**src/rtl/alu_ram_fetch.sv**
```systemverilog
// alu_ram_fetch: in-order video RAM fetch stage with a credit-limited return buffer.
// Optional colour-key detection on sprite words is built when ALU_FETCH_COLORKEY_EN is defined.
module alu_ram_fetch #(
  parameter int                ADDR_W     = 26,
  parameter int                DATA_W     = 16,
  parameter int                FIFO_DEPTH = 4,
  parameter logic [DATA_W-1:0] COLOR_KEY  = '0
) (
  input  logic              clk,
  input  logic              rst_n,
  input  logic              in_valid,
  output logic              in_ready,
  input  logic [ADDR_W-1:0] in_base,
  input  logic [ADDR_W-1:0] in_offset,
  input  logic              in_isSprite,
  output logic              mem_req,
  output logic [ADDR_W-1:0] mem_addr,
  input  logic              mem_gnt,
  input  logic              mem_rvalid,
  input  logic [DATA_W-1:0] mem_rdata,
  output logic              out_valid,
  input  logic              out_ready,
  output logic [DATA_W-1:0] out_data,
  output logic              out_isSprite,
  output logic              out_transparent,
  output logic              busy,
  output logic              err_unexpected
);

  localparam int PTR_W = $clog2(FIFO_DEPTH);
  localparam int CNT_W = PTR_W + 1;
  localparam logic [CNT_W:0] DEPTH_V = (CNT_W+1)'(FIFO_DEPTH);

  typedef enum logic {IDLE, REQ} state_e;

  state_e            state_q, state_d;
  logic [ADDR_W-1:0] addr_q, addr_d;
  logic              side_q, side_d;
  logic [CNT_W-1:0]  inflight_q, inflight_d;
  logic [CNT_W-1:0]  count_q, count_d;
  logic [CNT_W:0]    credit_used;
  logic              ready_q, ready_d;
  logic              busy_q, busy_d;
  logic              err_q, err_d;
  logic              accept, grant, rv_ok, pop;

  logic [PTR_W-1:0]  sb_wr_q, sb_rd_q, buf_wr_q, buf_rd_q;
  logic              sb_q  [FIFO_DEPTH];
  logic [DATA_W-1:0] dat_q [FIFO_DEPTH];
  logic              spr_q [FIFO_DEPTH];

  always_comb begin
    state_d    = state_q;
    addr_d     = addr_q;
    side_d     = side_q;
    inflight_d = inflight_q;
    count_d    = count_q;
    err_d      = err_q;
    accept     = in_valid && ready_q;
    grant      = (state_q == REQ) && mem_gnt;
    rv_ok      = mem_rvalid && (inflight_q != '0);
    pop        = (count_q != '0) && out_ready;

    case (state_q)
      IDLE: if (accept) begin
        state_d = REQ;
        addr_d  = in_base + in_offset;
        side_d  = in_isSprite;
      end
      REQ: if (mem_gnt) state_d = IDLE;
    endcase

    case ({grant, rv_ok})
      2'b10:   inflight_d = inflight_q + 1'b1;
      2'b01:   inflight_d = inflight_q - 1'b1;
      default: inflight_d = inflight_q;
    endcase

    case ({rv_ok, pop})
      2'b10:   count_d = count_q + 1'b1;
      2'b01:   count_d = count_q - 1'b1;
      default: count_d = count_q;
    endcase

    if (mem_rvalid && (inflight_q == '0)) err_d = 1'b1;

    // A pending request already holds a credit, so ready only opens back up in IDLE.
    credit_used = {1'b0, inflight_d} + {1'b0, count_d};
    ready_d     = (state_d == IDLE) && (credit_used < DEPTH_V);
    busy_d      = (state_d == REQ) || (inflight_d != '0) || (count_d != '0);
  end

  always_ff @(posedge clk) begin
    if (!rst_n) begin
      state_q    <= IDLE;
      addr_q     <= '0;
      side_q     <= 1'b0;
      inflight_q <= '0;
      count_q    <= '0;
      ready_q    <= 1'b0;
      busy_q     <= 1'b0;
      err_q      <= 1'b0;
      sb_wr_q    <= '0;
      sb_rd_q    <= '0;
      buf_wr_q   <= '0;
      buf_rd_q   <= '0;
    end else begin
      state_q    <= state_d;
      addr_q     <= addr_d;
      side_q     <= side_d;
      inflight_q <= inflight_d;
      count_q    <= count_d;
      ready_q    <= ready_d;
      busy_q     <= busy_d;
      err_q      <= err_d;
      if (grant) sb_wr_q  <= sb_wr_q + 1'b1;
      if (rv_ok) sb_rd_q  <= sb_rd_q + 1'b1;
      if (rv_ok) buf_wr_q <= buf_wr_q + 1'b1;
      if (pop)   buf_rd_q <= buf_rd_q + 1'b1;
    end
  end

  // Storage arrays carry data only; validity lives in the reset pointers and counters.
  always_ff @(posedge clk) begin
    if (grant) sb_q[sb_wr_q] <= side_q;
    if (rv_ok) begin
      dat_q[buf_wr_q] <= mem_rdata;
      spr_q[buf_wr_q] <= sb_q[sb_rd_q];
    end
  end

  assign in_ready       = ready_q;
  assign mem_req        = (state_q == REQ);
  assign mem_addr       = addr_q;
  assign out_valid      = (count_q != '0);
  assign out_data       = out_valid ? dat_q[buf_rd_q] : '0;
  assign out_isSprite   = out_valid && spr_q[buf_rd_q];
  assign busy           = busy_q;
  assign err_unexpected = err_q;

`ifdef ALU_FETCH_COLORKEY_EN
  logic trn_q [FIFO_DEPTH];

  always_ff @(posedge clk) begin
    if (rv_ok) trn_q[buf_wr_q] <= sb_q[sb_rd_q] && (mem_rdata == COLOR_KEY);
  end

  assign out_transparent = out_valid && trn_q[buf_rd_q];
`else
  logic unused_key;
  assign unused_key      = ^COLOR_KEY;
  assign out_transparent = 1'b0;
`endif

endmodule

```
**config.mk**
```make
export PLATFORM = sky130hd
export DESIGN_NAME = alu_ram_fetch
export DESIGN_NICKNAME = d
export VERILOG_FILES = /design/src/rtl/alu_ram_fetch.sv
export SDC_FILE = /design/constraint.sdc
export NUM_CORES = 1
export LEC_CHECK = 0
export CORE_AREA = 2 2 148 150
export DETAILED_ROUTE_END_ITERATION = 6
export DIE_AREA = 0 0 150 152
export HOLD_SLACK_MARGIN = 0.1
export PLACE_DENSITY_LB_ADDON = 0.05
export SLEW_MARGIN = 20
export SYNTH_ARGS = -nofsm -noshare
export SYNTH_HDL_FRONTEND = slang
export SYNTH_SLANG_ARGS = --single-unit
```
**constraint.sdc**
```tcl
create_clock -name clk -period 4 [get_ports clk]
set_input_delay 0.4 -clock clk [delete_from_list [all_inputs] [get_ports clk]]
set_output_delay 0.4 -clock clk [all_outputs]
set_load 0.1 [all_outputs]
```
==> run_results.csv <==
group,metric,value,unit
worst_setup_path,r2r_cells,10,
floorplanning,die_h,152,um
min_path,hold_path.class,"flop to flop",
sta,finClkSkew,8.21,ps
layout,drive_gt1_share,14.8,%
yosys,syn_nets,655,
cts,ctsLongestPathBuffers,2,
placed_design,portBuffers,122,
worst_setup_path,timing.rr.start,"inflight_q[0]",
grt,gr-total-overflow,0,
floorplanning,die_w,150,um
run_status,status,"finished, final reports clean",
yosys,synth_flop_cell,"edfxtp_1",
cts,ctsHoldBuffers,0,
drt,postRouteAntennaNets,0,
pwr,ir_drop,0.000246,V
floorplanning,core_area,21400,um2
floorplanning,start_util,29.4,%
worst_setup_path,critPathLaunchType,"flop",
yosys,synth_area,6270,um2
worst_setup_path,end_kind,"flop",
grt,antenna_found_initial,0,
flow_run,maxCapViolCount,0,
yosys,ys_seq_area_share,50.1,%
layout,areaGrowthSynthToFinish,33.1,%
cts,cts_tree,"done",
yosys,ys_types,83,
cts,cts-root-buf,"clkbuf_16",
yosys,syn_inst,541,
sta,rsz0062_at_grt,"no",
grt,grt_pass1_vias,4897,
placed_design,dp.cells,931,
cts,cts_made_buffers,17,
drt,dr.pass1.iters,4,
worst_setup_path,r2r-end,"in_ready",
cts,clock_sinks,121,
layout,final_cells,963,
min_path,worstHoldPathCells,2,
drt,dr.max_layer_used,"met4",
sta,tightest_slew,1020,ps
layout,antenna_cells,0,
worst_setup_path,worstPathMaxFanout,6,
floorplanning,ios,124,
sta,fin_tns_setup,0,ps
min_path,hp-start,"mem_addr[10]",
drt,num_vias,4656,
layout,postLayoutCoreUtil,39.1,%
pwr,pwr_density_cell,620,nW/um2
drt,drt_iter0_drc,193,
grt,grt_max_degree,31,
yosys,synth_seq_cells,121,
drt,route.detailed.drc,0,
sta,post-route-period-util,75.8,%
min_path,whs_endpoint,"mem_addr[10]",
yosys,yosys.area.top_type,"edfxtp_1",
placed_design,hpwl,11500,um
yosys,avgSynthCellArea,11.6,um2
worst_setup_path,ff2ff_setup_slack,970,ps
grt,grt.total_usage,14.7,%
worst_setup_path,cp.arrival,3340,ps
placed_design,gp_congestion,0.858,
floorplanning,std_cell_rows,54,
floorplanning,die_area,22800,um2
placed_design,place_area,7780,um2
cts,ctsHtreeMaxLevel,4,
yosys,synth_top_area_share,34.5,%
worst_setup_path,critPathKind,"flop to flop",
cts,cts_resized,0,
sta,post-route-min-period,3030,ps
cts,path_clk_slew,60,ps
drt,routed-wl-met3,631,um
yosys,synthTopCellsByArea,"edfxtp_1 (34%), dfxtp_1 (16%), ha_1 (7.2%), mux4_2 (6.5%), and2_1 (3.0%)",
sta,max-slew-margin-rel,31.6,%
drt,viasPerCell,4.83,
layout,design_area,8350,um2
pwr,p_leak,3.05,nW
yosys,async_reset_ff_share,0,%
cts,cts_setup_buffers,0,
pwr,power,0.00518,W
drt,wl_per_cell,16.7,um
sta,fmax,330,MHz
worst_setup_path,cp.required,4310,ps
grt,grt_first_pass_wirelength,25800,um
layout,layout.nets,784,
yosys,synth_enable_flop_cells,72,
yosys,synth_warnings,0,
sta,setup_viol,0,
cts,clk_latency,410,ps
drt,drt_wl_total,16100,um
drt,wl_met2,8240,um
sta,hold_viol,0,
sta,maxSlewViolCount,0,
drt,drt-met1-wl,6970,um
[cell usage after synthesis (all sizes together) (4+ instances only)]
cell	n
edfxtp	72
dfxtp	49
nand2	44
nor2	41
ha	36
a21oi	32
and2	31
o21ai	24
mux4	18
nand3	15
inv	14
buf	13
a211oi	11
xnor2	10
a21o	9
clkbuf	9
nand4	9
nor3	8
and3	7
xor2	7
or3	5
a31oi	4
o311ai	4
[cells by family after synthesis]
family / share of synthesized area [%]
AOI/OAI and AO/OA: 14.1
xor gates and xnor gates: 2.49
buffers and inverters: 2.37
other: 0.0598
and+or+nand+nor: 15.3
adders and majority gates: 8.14
muxes: 7.36
DFF: 50.1
[per-stage QoR]
step | setup WS, ps | hold WS, ps
floorplan | 624 | 460
global placement | 762 | 448
detailed placement | 648 | 451
CTS | 957 | 458
global route | 645 | 479
finish | 968 | 453
[worst max path at each step]
| stage | start | to | slack, ps | cells past startpoint |
|---|---|---|---|---|
| after floorplan | mem_req | in_ready | 620 | 9 |
| after global placement | mem_gnt | in_ready | 760 | 10 |
| after detailed placement | mem_gnt | in_ready | 650 | 10 |
| after CTS | inflight_q[0] | in_ready | 960 | 10 |
| after global routing | inflight_q[1] | in_ready | 640 | 10 |
| final | inflight_q[0] | in_ready | 970 | 10 |
[flip-flops by register name, summed over array words and instances (netlist names), named ones only]
signal / count
err_unexpected: 1
buf_wr_q: 2
sb_q: 4
inflight_q: 3
spr_q: 4
mem_addr: 26
sb_wr_q: 2
busy: 1
mem_req: 1
in_ready: 1
count_q: 3
dat_q: 64
side_q: 1
buf_rd_q: 2
sb_rd_q: 2
[cell usage in the layout, fill, tap and decap left out, types with 3 or more instances in the layout]
cell type        synthesis  layout
ha_1                    36      36
nand4_1                  9       9
o21ai_0                 19      19
nand2_1                 42      42
fa_1                     3       3
o21bai_1                 3       3
a211oi_1                 8       8
mux4_2                  18      18
a21o_1                   9       9
xnor2_1                  9       9
a31oi_1                  4       4
o31ai_1                  3       3
clkdlybuf4s50_1          0     105
dfxtp_1                 49      49
inv_1                   12      12
nand3_1                 14      14
clkbuf_16                0      17
edfxtp_1                72      72
o21ai_1                  4       4
or4_1                    3       3
and2_1                  30      30
or3_1                    4       4
mux2i_1                  3       3
clkinv_2                 0       4
inv_6                    0       4
and3_1                   7       7
o21a_1                   3       3
nor3_1                   8       8
a21oi_1                 31      31
clkinv_4                 0       4
buf_4                    1      27
nor2_1                  41      41
xor2_1                   7       7
[metal layers]
layer	GRT usage [%]	up-vias
li1	-	2319
met4	4.76	0
met3	3.36	20
met5	0	-
met2	25.8	96
met1	17.8	2221
[area by class of cell]
type / count / area (um2)
Multi-Input combinational cell: 384 / 2980
Clock buffer: 17 / 425
Sequential cell: 121 / 3140
Timing Repair Buffer: 132 / 1250
Tap cell: 280 / 350
Inverter: 14 / 52.6
Fill cell: 2128 / 13000
Clock inverter: 15 / 143
[critical path, stage by stage (launching register included)]
cell and delay [ps]:
dfxtp_1 350, nor3_1 310, nor2b_2 150, ha_1 240
fa_1 380, xnor2_1 140, nor2_1 120, xor2_1 260
ha_1 270, or4_1 500, a311oi_1 210
[report_power, final]
part           leakage [nW]  internal [W]  total (W)  switching [W]
logic                  1.72      0.000638    0.00219        0.00156
clock network         0.286      0.000868    0.00146       0.000590
registers              1.05       0.00145    0.00152      0.0000785
total                  3.05       0.00295    0.00518        0.00222
(Power assumes the default switching activity.)
